## src/rtl/lsu_ctrl.sv

```systemverilog
// Load/store controller: decodes one pipeline access at a time to data memory or
// to the output/input peripheral windows, and returns a single response strobe.
module lsu_ctrl #(
    parameter int unsigned DMEM_TIMEOUT = 15,
    parameter logic [31:0] OPER_BASE    = 32'h0000_7000,
    parameter logic [31:0] IPER_BASE    = 32'h0000_7800
) (
    input  logic        clk_i,
    input  logic        rst_i,
    input  logic        req_valid_i,
    output logic        req_ready_o,
    input  logic        req_we_i,
    input  logic [31:0] req_addr_i,
    input  logic [31:0] req_wdata_i,
    input  logic [3:0]  req_be_i,
    output logic [1:0]  addr_sel_o,
    input  logic [31:0] ld_data_i,
    output logic        dmem_req_o,
    output logic        dmem_we_o,
    output logic [31:0] dmem_addr_o,
    output logic [31:0] dmem_wdata_o,
    output logic [3:0]  dmem_be_o,
    input  logic        dmem_rvalid_i,
    output logic        oper_we_o,
    output logic        iper_re_o,
    output logic [10:0] periph_addr_o,
    output logic        rsp_valid_o,
    output logic [31:0] rsp_rdata_o,
    output logic        rsp_err_o,
    output logic        busy_o
);

    typedef enum logic [2:0] {
        S_IDLE,
        S_PERIPH,
        S_DMEM_REQ,
        S_DMEM_WAIT,
        S_RESP
    } state_t;

    localparam logic [3:0]  TIMEOUT  = 4'(DMEM_TIMEOUT);
    localparam logic [31:0] WIN_SIZE = 32'h0000_0800;
    localparam logic [31:0] DMEM_TOP = 32'h0000_2000;

    state_t      state, state_nxt;
    logic [31:0] addr_q, wdata_q, rdata_q, rdata_nxt;
    logic [3:0]  be_q, cnt_q, cnt_nxt;
    logic [1:0]  sel_q, sel_dec;
    logic        we_q, err_q, err_nxt;
    logic        accept;

    always_comb begin
        sel_dec = 2'b01;
        if (req_addr_i < DMEM_TOP)
            sel_dec = 2'b00;
        else if (req_addr_i >= OPER_BASE && req_addr_i < OPER_BASE + WIN_SIZE)
            sel_dec = 2'b10;
        else if (req_addr_i >= IPER_BASE && req_addr_i < IPER_BASE + WIN_SIZE)
            sel_dec = 2'b11;
    end

    assign req_ready_o = (state == S_IDLE) && !rst_i;
    assign accept      = req_valid_i && req_ready_o;

    always_comb begin
        state_nxt   = state;
        cnt_nxt     = cnt_q;
        rdata_nxt   = rdata_q;
        err_nxt     = err_q;
        dmem_req_o  = 1'b0;
        oper_we_o   = 1'b0;
        iper_re_o   = 1'b0;
        rsp_valid_o = 1'b0;
        unique case (state)
            S_IDLE: begin
                if (accept) begin
                    rdata_nxt = '0;
                    err_nxt   = (sel_dec == 2'b01) || (req_be_i == 4'b0000);
                    // Errored accesses take the PERIPH slot with strobes suppressed,
                    // so every non-dmem response lands two cycles after accept.
                    if (sel_dec == 2'b00 && req_be_i != 4'b0000)
                        state_nxt = S_DMEM_REQ;
                    else
                        state_nxt = S_PERIPH;
                end
            end
            S_PERIPH: begin
                if (!err_q) begin
                    oper_we_o = we_q && (sel_q == 2'b10);
                    iper_re_o = !we_q && (sel_q == 2'b11);
                    if (!we_q)
                        rdata_nxt = ld_data_i;
                end
                state_nxt = S_RESP;
            end
            S_DMEM_REQ: begin
                dmem_req_o = 1'b1;
                cnt_nxt    = '0;
                if (dmem_rvalid_i) begin
                    if (!we_q)
                        rdata_nxt = ld_data_i;
                    state_nxt = S_RESP;
                end else begin
                    state_nxt = S_DMEM_WAIT;
                end
            end
            S_DMEM_WAIT: begin
                cnt_nxt = cnt_q + 4'd1;
                if (dmem_rvalid_i) begin
                    if (!we_q)
                        rdata_nxt = ld_data_i;
                    state_nxt = S_RESP;
                end else if (cnt_q == TIMEOUT) begin
                    err_nxt   = 1'b1;
                    state_nxt = S_RESP;
                end
            end
            S_RESP: begin
                rsp_valid_o = 1'b1;
                state_nxt   = S_IDLE;
            end
            default: state_nxt = S_IDLE;
        endcase
    end

    always_ff @(posedge clk_i) begin
        if (rst_i) begin
            state   <= S_IDLE;
            addr_q  <= '0;
            wdata_q <= '0;
            be_q    <= '0;
            we_q    <= 1'b0;
            sel_q   <= '0;
            err_q   <= 1'b0;
            rdata_q <= '0;
            cnt_q   <= '0;
        end else begin
            state   <= state_nxt;
            rdata_q <= rdata_nxt;
            err_q   <= err_nxt;
            cnt_q   <= cnt_nxt;
            if (accept) begin
                addr_q  <= req_addr_i;
                wdata_q <= req_wdata_i;
                be_q    <= req_be_i;
                we_q    <= req_we_i;
                sel_q   <= sel_dec;
            end
        end
    end

    assign busy_o        = (state != S_IDLE);
    assign addr_sel_o    = busy_o ? sel_q : 2'b00;
    assign dmem_we_o     = we_q;
    assign dmem_addr_o   = addr_q;
    assign dmem_wdata_o  = wdata_q;
    assign dmem_be_o     = be_q;
    assign periph_addr_o = addr_q[10:0];
    assign rsp_rdata_o   = (state == S_RESP) ? rdata_q : '0;
    assign rsp_err_o     = (state == S_RESP) && err_q;

endmodule

```

## config.mk

```make
export PLATFORM = sky130hd
export DESIGN_NAME = lsu_ctrl
export DESIGN_NICKNAME = d
export VERILOG_FILES = /design/src/rtl/lsu_ctrl.sv
export SDC_FILE = /design/constraint.sdc
export NUM_CORES = 1
export LEC_CHECK = 0
export CELL_PAD_IN_SITES_DETAIL_PLACEMENT = 0
export CELL_PAD_IN_SITES_GLOBAL_PLACEMENT = 1
export CORE_MARGIN = 4
export CORE_UTILIZATION = 28
export CTS_CLUSTER_DIAMETER = 150
export DETAILED_ROUTE_END_ITERATION = 7
export PLACE_DENSITY_LB_ADDON = 0.1
export SYNTH_ARGS = -nofsm -noshare
export SYNTH_HDL_FRONTEND = slang
export SYNTH_SLANG_ARGS = --single-unit
```

## constraint.sdc

```tcl
create_clock -name clk_i -period 2.1 [get_ports clk_i]
set_clock_uncertainty 0.1 [all_clocks]
set_input_delay 0.42 -clock clk_i [delete_from_list [all_inputs] [get_ports clk_i]]
set_output_delay 0.42 -clock clk_i [all_outputs]
set_load 0.03 [all_outputs]
```

# Word level (Yosys, flattened, before mapping)
# Cells that the tools add are included.
# word_totals
reg_bits	111
latch_bits	0
mem_bits_rw	0
rom_bits	0
out_inout_bits	121
n_memories	0
# classes
n_addsub	1
multipliers	0
div_mod_pow	0
n_lt_le_gt_ge	5
eq_ne	14
shift	0
n_mux	27
bitwise	0
reduce_logical	23
# op_table
op	count
$mux 32	5
$pmux 32 s3	1
$ge 32x15->1 const B	2
$lt 32x14->1 const B	1
$lt 32x15->1 const B	1
$lt 32x16->1 const B	1
$mux 3	4
$pmux 3 s4	1
$mux 2	5
$mux 1	9
$logic_and 1x1->1	8
$ne 2x2->1 const B	4
$pmux 4 s2	1
$reduce_and 4->1	2
$eq 3x2->1 const B	2
$reduce_bool 3->1	2
$add 4x1->4 const B	1
$eq 2x2->1 const B	2
$eq 4x4->1 const B	1
$logic_not 4->1	1
$reduce_bool 2->1	2
$reduce_bool 4->1	1
$eq 3x1->1 const B	1
$eq 3x3->1 const B	1
10 further kinds	11

# Longest topological paths before layout
# Gate-level depths: netlist of run 1.
# depth
depth_word	10
ltp_mapped	8

# Least setup slack after synthesis of run 1
# OpenSTA, ideal clock, no wires.
# synth_timing
path_kind	register -> output
startpoint	register state[0]
endpoint	output port oper_we_o
arrival_ns	1.912
required_ns	1.580
setup_slack_ns	-0.332
stages_incl_launch_ff	5
n_path_buf	1
path_cell_list	dfxtp_1 > buf_4 > or3b_1 > or3b_1 > nor3b_1
# synth_via
elab_chain_len	2
# synth_rtl
element	line	rtl
start, declared	45	state_t state, state_nxt;
start signal, assigned	138	state <= state_nxt;
$eq 3x1->1	74	unique case (state)
$mux 1	74	
end, declared	24	output logic oper_we_o,
# No other way between the ends.

# Worst setup path after layout of run 1
# layout_timing
startpoint	register err_q
endpoint	output port oper_we_o
# layout_via
elab_chain_len	2
# layout_rtl
element	line	rtl
start, declared	49	logic we_q, err_q, err_nxt;
start signal, assigned	140	err_q <= err_nxt;
$mux 1	88	if (!err_q) begin
$mux 1	74	
# No other way between the ends.

==> flow_summary.ini, run 1 <==
[run_status]
status = finished with violations
violations = negative setup slack

[floorplanning]
fp.dieW_um = 132
coreArea_um2 = 15200
dieArea_um2 = 17500
io-pin-count = 226
rows = 45
die_h_um = 132
initial_core_util = 0.285

[hold_path]
hp-start = dmem_wdata_o[25]
hold_end = dmem_wdata_o[25]
min_path_cells = 2
min_path_type = reg2reg

[critical_path]
worstPathRequired_ns = 1.58
path_cells = or3b_1, or3b_4, nor3b_4, buf_12
path_class = reg2out
slowest_stage = or3b_4
timing.reg2reg.setup_slack_ns = 0.28
worst_r2r_startpoint = state[0]
worstPathMaxFanout = 2
cp-end-kind = output pin
critical_path_buf_inv_count = 1
path_delay_family = simple AND/OR/NAND/NOR gates
r2r_cells = 8
worstSetupStartpointType = flip-flop
arrival_ns = 1.83
reg2reg_to = rdata_q[8]
cpPeakStageDelay_ns = 0.42

[synth]
async_reset_ff_frac = 0
ys.flop_type = dfxtp_1
avgSynthCellArea_um2 = 8.56
netlist_instances = 506
synth_mux_area_frac = 0
yosysWarnings = 0
ys_seq_area_frac = 0.513
ys_ff_latch = 111
synthSimpleGateAreaFrac = 0.238
synthAdderAreaFrac = 0.00289
synth_edf_count = 0
syn-num-nets = 612
synth_compound_area_frac = 0.173
synth.distinct_cells = 36
netlist_area_um2 = 4330
synth_xor_area_frac = 0
synth_top_family_by_area = simple AND/OR/NAND/NOR gates

[cts]
htree_levels = 3
cts_root_buffer = clkbuf_16
cts_tree = yes
ctsHoldBuffers = 0
cts_sinks = 111
clk_pin_slew_ns = 0.07
cts_max_path_buffers = 2
cts_buffers = 9
clk-insertion-delay-late_ns = 0.34

[global_routing]
grt_overflow = 0
grt_max_degree = 72
first_global_vias = 4124
grt_usage = 0.148
grt_pass1_wl_um = 21400
antenna_found_initial = 0

[timing]
worst_slew_pin_slew_ns = 0.486
max_slew_margin = 0.673
grt_setup_unrepaired = yes
fin_crit_ns = 2.35
hold_violations = 0
tns_ns = -0.504
setup_ws_ns = -0.253
setup_viol = 2
maxSlewViolCount = 0
fmax_mhz = 425
fin_crit_sh = 1.12

[power_and_ir_drop]
ir_drop_v = 0.000370
power.leakage_nw = 2.86
powerDensity_nw_per_um2 = 679
power.total_mw = 4.98

[final_layout]
fin_cells = 910
post-route-util = 0.482
finish.instance_area_um2 = 7330
layout-drive-gt1-share = 0.148
nets = 823
area_growth_pct = 69.3
n_antenna_cell = 0

[route]
ant_nets = 0
dr_total_vias = 4175
drt-vias-per-instance = 4.59
routedWlPerCell_um = 14.8
dr.pass1.iters = 6
drt_iter0_drc = 126
drc = 0
wirelength_um = 13500

[flow_run]
drv_cap = 0

[placement]
placed_area_um2 = 6720
dp_hpwl_um = 9470
port_buffers = 225
dp_cells = 888
gp_congestion = 0.770
-- what timing repair did --
item | 4_1_cts | 5_1_grt
hold endpoints to repair | 0 | 0
endpoints found under the setup margin | 29 | 37
resized for setup | 9 | 46
pin swaps | 4 | 2
setup buffers | 0 | 3
cloned | 1 | 2
-- metal layers --
layer	global-route usage	vias up	share of wire
li1	-	2142	-
met1	0.177	1878	0.44
met3	0.0779	13	0.095
met2	0.235	142	0.45
met5	0	-	0
met4	0.0404	0	0.013
-- power breakdown --
part,internal (mW),switching [mW]
Clock,0.874,0.773
Combinational,0.511,0.533
Sequential,2.22,0.0662
Total,3.61,1.37
-- kinds of logic (layout without fill, tap and decap cells) --
| family | count (synthesis) | in the layout |
|---|---|---|
| AND/OR/NAND/NOR | 223 | 223 |
| AO/OA/AOI/OAI | 119 | 119 |
| flip-flops | 111 | 111 |
| buffers and inverters | 52 | 268 |
| adder cells (fa/ha/maj) | 1 | 1 |
-- flip-flops by register name, indices dropped and copies added, names as in the netlist --
signal / flops
sel_q: 2
err_q: 1
rdata_q: 32
dmem_wdata_o: 32
dmem_we_o: 1
dmem_addr_o: 32
state: 3
cnt_q: 4
dmem_be_o: 4
-- worst max path at each step --
| stage | cells after the start | from | end | slack, ns |
|---|---|---|---|---|
| floorplan | 4 | state[0] | iper_re_o | -0.002 |
| global placement | 6 | rst_i | err_q | -0.006 |
| detailed placement | 6 | rst_i | dmem_wdata_o[4] | -0.03 |
| CTS | 4 | err_q | oper_we_o | -0.29 |
| global route | 4 | state[0] | oper_we_o | -0.33 |
| finish | 4 | err_q | oper_we_o | -0.25 |
-- area by class of cell --
| cell class | instances | area, um2 |
|---|---|---|
| Fill cell | 1467 | 7870 |
| Clock inverter | 4 | 28.8 |
| Sequential cell | 111 | 2220 |
| Clock buffer | 12 | 256 |
| Timing Repair Buffer | 249 | 2670 |
| Multi-Input combinational cell | 343 | 1910 |
| Inverter | 3 | 11.3 |
| Tap cell | 188 | 235 |
-- synthesized netlist by cell type, types with 3 or more instances --
cell type	count	area share
nand3_1	3	0.0035
o21ai_0	51	0.059
clkbuf_1	20	0.017
o21ai_1	20	0.023
buf_6	6	0.016
nor4_1	5	0.0072
buf_2	4	0.0046
and2_1	4	0.0058
nor3b_1	3	0.0052
and3_1	34	0.049
a21oi_1	6	0.0069
buf_4	19	0.033
dfxtp_1	111	0.51
nor3_1	3	0.0035
a22o_1	33	0.067
nor2_1	12	0.010
nand2_1	146	0.13
-- stage by stage --
stage,hold WS (ns),worst slack (ns)
floorplan,0.334,-0.00156
global placement,0.336,-0.00648
detailed placement,0.341,-0.0339
CTS,0.352,-0.292
global route,0.366,-0.331
finish,0.349,-0.253
-- cell usage in the layout, fill, tap and decap left out, types with 3 or more instances in the layout --
cell type        synthesis  layout
nand2_1                146     146
nor3_1                   3       3
buf_12                   0      12
nand3_1                  3       3
buf_4                   19      15
and3_4                   0      13
a22o_1                  33      33
clkdlybuf4s50_1          0     183
o21ai_0                 51      51
and3_1                  34      21
nor4_1                   5       5
clkbuf_16                0      11
a21oi_1                  6       6
o21ai_1                 20      20
nor2_1                  12      11
dfxtp_1                111     110
buf_6                    6      34
-- worst register-to-register path, stage by stage, from the launching register on --
cell	delay, ns
dfxtp_2	0.33
buf_4	0.18
nor2_4	0.06
buf_12	0.14
buf_16	0.15
buf_4	0.14
nor4_4	0.25
buf_12	0.23
a22o_1	0.19
Note: power is estimated with default switching activity, not from simulation.
==> inputs of run 2 (changes only) <==
--- a/config.mk
+++ b/config.mk
@@ -12,6 +12,7 @@
 export CTS_CLUSTER_DIAMETER = 150
 export DETAILED_ROUTE_END_ITERATION = 7
 export PLACE_DENSITY_LB_ADDON = 0.1
+export SKIP_LAST_GASP = 1
 export SYNTH_ARGS = -nofsm -noshare
 export SYNTH_HDL_FRONTEND = slang
 export SYNTH_SLANG_ARGS = --single-unit
==> run 2 against run 1 <==
Net effect: the flow still finishes with violations (negative setup slack); combinational power about the same; die area unchanged; sequential power about the same; flip-flop and latch count unchanged; worst setup slack about the same; sequential share of layout area about the same; count of clock-buffer cells in the layout unchanged; critical path type unchanged.
==> flow_summary.ini, run 2 (synthesis results as in run 1) <==
[power_and_ir_drop]
ir_drop_v = 0.000369
power.leakage_nw = 2.85
powerDensity_nw_per_um2 = 679

[timing]
setup_viol = 2
max_slew_margin = 0.673
fin_crit_sh = 1.12
hold_slack_ns = 0.348
fin_crit_ns = 2.35
maxSlewViolCount = 0
worst_slew_pin_slew_ns = 0.486
fmax_mhz = 425
tns_ns = -0.504
grt_setup_unrepaired = yes
hold_violations = 0
setup_ws_ns = -0.253

[cts]
ctsHoldBuffers = 0
clk_pin_slew_ns = 0.07
htree_levels = 3
cts_max_path_buffers = 2
cts_root_buffer = clkbuf_16
cts_buffers = 9
cts_sinks = 111
clk-insertion-delay-late_ns = 0.34
cts_tree = yes

[run_status]
status = finished with violations
violations = negative setup slack

[global_routing]
grt_overflow = 0
first_global_vias = 4119
antenna_found_initial = 0
grt_max_degree = 72
grt_pass1_wl_um = 21400
grt_usage = 0.148

[critical_path]
cp-end-kind = output pin
slowest_stage = or3b_4
timing.reg2reg.setup_slack_ns = 0.29
worstPathMaxFanout = 2
worstSetupStartpointType = flip-flop
path_cells = or3b_1, or3b_4, nor3b_4, buf_12
r2r_cells = 8
worst_r2r_startpoint = state[0]
reg2reg_to = rdata_q[8]
path_class = reg2out
worstPathRequired_ns = 1.58
crit_start = err_q
arrival_ns = 1.83
crit_path_end = oper_we_o
cpPeakStageDelay_ns = 0.42

[placement]
dp_hpwl_um = 9470
gp_congestion = 0.770
port_buffers = 225

[floorplanning]
dieArea_um2 = 17500
die_h_um = 132
fp.dieW_um = 132
initial_core_util = 0.285
io-pin-count = 226
coreArea_um2 = 15200
rows = 45

[route]
drt-vias-per-instance = 4.60
drc = 0
dr.pass1.iters = 6
drt_iter0_drc = 134
dr_total_vias = 4188
ant_nets = 0
wirelength_um = 13500
routedWlPerCell_um = 14.8

[flow_run]
drv_cap = 0

[final_layout]
final_cell_mix = clkdlybuf4s50_1 (183), nand2_1 (146), dfxtp_1 (110), o21ai_0 (51)
final_common_cell = clkdlybuf4s50_1
area_growth_pct = 69.1
nets = 823
layout-drive-gt1-share = 0.151
n_antenna_cell = 0

[hold_path]
min_path_type = reg2reg
==> run 2: cell types whose count changed in the layout (fill, tap and decap cells not counted), sizes merged <==
cell    delta
clkbuf     -1
buf        +1
==> run 2: what timing repair did <==
| action | 4_1_cts | 5_1_grt |
|---|---|---|
| cloned | 1 | 2 |
| gates resized for setup | 7 | 48 |
| setup endpoints to repair | 29 | 37 |
| pin swaps | 4 | 2 |
| setup buffers | 0 | 3 |
==> run 2: layer usage <==
metal,global-route usage,wire (um),share of wire,up-vias
li1,-,-,-,2141
met1,0.177,5890,0.44,1891
met2,0.235,6140,0.45,143
met3,0.0779,1290,0.096,13
met4,0.0404,169,0.013,0
met5,0,0,0,-
==> run 2: metrics by stage <==
stage	instances	area, um2	total power [mW]	setup WS, ns	util
floorplan	506	4360	2.83	-0.00156	-
finish	910	7320	4.97	-0.253	0.482
global placement	888	6720	3.34	-0.00648	0.442
CTS	905	7050	5.04	-0.292	0.464
detailed placement	888	6720	3.35	-0.0339	0.442
global route	910	7320	5.22	-0.331	0.482
==> run 2: where the power goes <==
group / total [mW] / internal [mW] / leakage (nW) / switching (mW)
registers: 2.29 / 2.22 / 0.908 / 0.0663
logic: 1.04 / 0.508 / 1.80 / 0.533
clock network: 1.64 / 0.874 / 0.135 / 0.769
total: 4.97 / 3.60 / 2.85 / 1.37
==> run 2: cell type report <==
type                       instances  area, um2
clock buffer                      12        256
clock inverter                     4       28.8
fill                            1475       7880
inverter                           3       11.3
multi-input combinational        343       1920
sequential                       111       2220
tap                              188        235
timing repair buffer             249       2650
==> run 2: how the worst min path moves through the flow <==
stage                          start  slack, ns  cells after the start          endpoint
finish              dmem_wdata_o[25]       0.35                      2  dmem_wdata_o[25]
global route        dmem_wdata_o[29]       0.37                      2  dmem_wdata_o[29]
CTS                 dmem_wdata_o[26]       0.35                      2  dmem_wdata_o[26]
detailed placement  dmem_wdata_o[26]       0.34                      2  dmem_wdata_o[26]
global placement    dmem_wdata_o[25]       0.34                      2  dmem_wdata_o[25]
floorplan                rdata_q[17]       0.33                      1       rdata_q[17]
==> run 2: worst max-delay path, delay by kind of cell (launching register included) <==
| family | cells | cell delay (ns) |
|---|---|---|
| buffers and inverters | 1 | 0.15 |
| DFF | 1 | 0.31 |
| and+or+nand+nor | 3 | 1.04 |
==> inputs of run 3 (changes only) <==
--- a/config.mk
+++ b/config.mk
@@ -8,7 +8,7 @@
 export CELL_PAD_IN_SITES_DETAIL_PLACEMENT = 0
 export CELL_PAD_IN_SITES_GLOBAL_PLACEMENT = 1
 export CORE_MARGIN = 4
-export CORE_UTILIZATION = 28
+export CORE_UTILIZATION = 30
 export CTS_CLUSTER_DIAMETER = 150
 export DETAILED_ROUTE_END_ITERATION = 7
 export PLACE_DENSITY_LB_ADDON = 0.1
==> constraint.sdc (replaced) <==
create_clock -name clk_i -period 2.97 [get_ports clk_i]
set_clock_uncertainty 0.1 [all_clocks]
set_input_delay 0.594 -clock clk_i [delete_from_list [all_inputs] [get_ports clk_i]]
set_output_delay 0.594 -clock clk_i [all_outputs]
set_load 0.03 [all_outputs]
==> run 3 against run 2 <==
Net effect: power fell by 29%; sequential power fell by 29%; first-iteration DRC count rose by 13%; sequential share of layout area rose by 1.7 points; count of clock-buffer cells in the layout did not move; non-clock buffer count fell by 14; worst setup slack improved by 0.43 ns; via count fell by 1.9%; die area fell by 6.3%; the run now ends clean; flip-flop and latch count did not move; critical path depth did not move; worst hold slack improved by 0.00092 ns.
==> flow_summary.ini, run 3 (synthesis results as in run 1) <==
[cts]
cts_tree = yes
post_cts_resized = 0
ctsHoldBuffers = 0
cts_buffers = 9
htree_levels = 3
cts_root_buffer = clkbuf_16
cts_setup_buffers = 0
clk-insertion-delay-late_ns = 0.34
cts_sinks = 111
clk_pin_slew_ns = 0.07
cts_max_path_buffers = 2

[hold_path]
hp-start = dmem_addr_o[13]
min_path_type = reg2reg

[power_and_ir_drop]
comb_power_share = 0.192
powerDensity_nw_per_um2 = 512
switching_share = 0.263
power.total_mw = 3.55
power_switching_mw = 0.933
intPower_mw = 2.62
ir_drop_v = 0.000365
pwr-share-clk = 0.352
seqPwrFrac = 0.456
power.leakage_nw = 2.65

[floorplanning]
initial_core_util = 0.310
coreArea_um2 = 14000
dieArea_um2 = 16400
die_h_um = 128
rows = 43
io-pin-count = 226
fp.dieW_um = 128

[timing]
maxSlewViolCount = 0
grt_setup_unrepaired = no
fin_crit_sh = 0.940
setup_viol = 0
worst_slew_pin_slew_ns = 0.617
hold_slack_ns = 0.349
tns_ns = 0
fmax_mhz = 358
hold_violations = 0
max_slew_margin = 0.589
fin_crit_ns = 2.79

[placement]
port_buffers = 225
placed_area_um2 = 6610
dp_cells = 872
gp_congestion = 0.792
dp_hpwl_um = 9530

[route]
drt_iter0_drc = 152
drt-vias-per-instance = 4.63
dr_total_vias = 4108
wirelength_um = 12900
routedWlPerCell_um = 14.5
dr.pass1.iters = 4
ant_nets = 0
drc = 0

[flow_run]
drv_cap = 0

[critical_path]
crit_start = state[0]
worstPathMaxFanout = 10
cp-end-kind = output pin
worstPathRequired_ns = 2.28
arrival_ns = 2.10
worst_r2r_startpoint = state[0]
path_class = reg2out
worstSetupStartpointType = flip-flop

[final_layout]
fillers = 1361
final_common_cell = clkdlybuf4s50_1
final_cell_mix = clkdlybuf4s50_1 (222), nand2_1 (146), dfxtp_1 (111), o21ai_0 (51), and3_1 (34)
n_antenna_cell = 0
finish.instance_area_um2 = 6930
fin_cells = 888
area_growth_pct = 60.1
nets = 809
layout-drive-gt1-share = 0.0523

[global_routing]
antenna_found_initial = 0
grt_overflow = 0
grt_usage = 0.153
grt_max_degree = 93
grt_pass1_wl_um = 20200
first_global_vias = 3922

[run_status]
status = completed
## run 3: area by class of cell
cell class	count	area, um2	share of cell area
well taps	180	225	0.0325
clock inverters	4	52.6	0.00758
clock buffers	12	267	0.0384
multi-input cells	343	1800	0.259
repair buffers	235	2360	0.340
flip-flops and latches	111	2220	0.321
inverters	3	11.3	0.00162
## run 3: worst paths after layout
kind	cells after the start	slack (ns)	end
setup / recovery	4	0.18	oper_we_o
setup reg to reg	5	0.80	rdata_q[7]
hold reg to reg	2	0.35	dmem_addr_o[13]
hold / removal	2	0.35	dmem_addr_o[13]
## run 3: power by group through the flow
| stage | combinational, mW | clock (mW) | sequential, mW |
|---|---|---|---|
| 6_report | 0.683 | 1.25 | 1.62 |
| 5_1_grt | 0.733 | 1.38 | 1.63 |
| 4_1_cts | 0.693 | 1.31 | 1.62 |
| 3_5_place_dp | 0.690 | 0 | 1.65 |
| 3_3_place_gp | 0.687 | 0 | 1.65 |
| 2_1_floorplan | 0.207 | 0 | 1.79 |
## run 3: layer usage
layer	GRT usage	vias to the layer above	wire [um]
met4	0.0543	0	286
met2	0.238	144	5890
li1	-	2107	-
met3	0.0654	19	1180
met5	0	-	0
met1	0.191	1838	5530
## run 3: through the flow
| step | worst slack (ns) | util |
|---|---|---|
| global route | 0.0289 | 0.496 |
| detailed placement | 0.443 | 0.473 |
| global placement | 0.475 | 0.473 |
| finish | 0.177 | 0.496 |
| CTS | 0.129 | 0.496 |
| floorplan | 0.364 | - |
## run 3: worst max-delay path, stage by stage, from the launching register on
cell and delay [ns]:
dfxtp_1 0.53, or3b_1 0.40, or3b_1 0.38, nor3b_1 0.24, buf_4 0.21
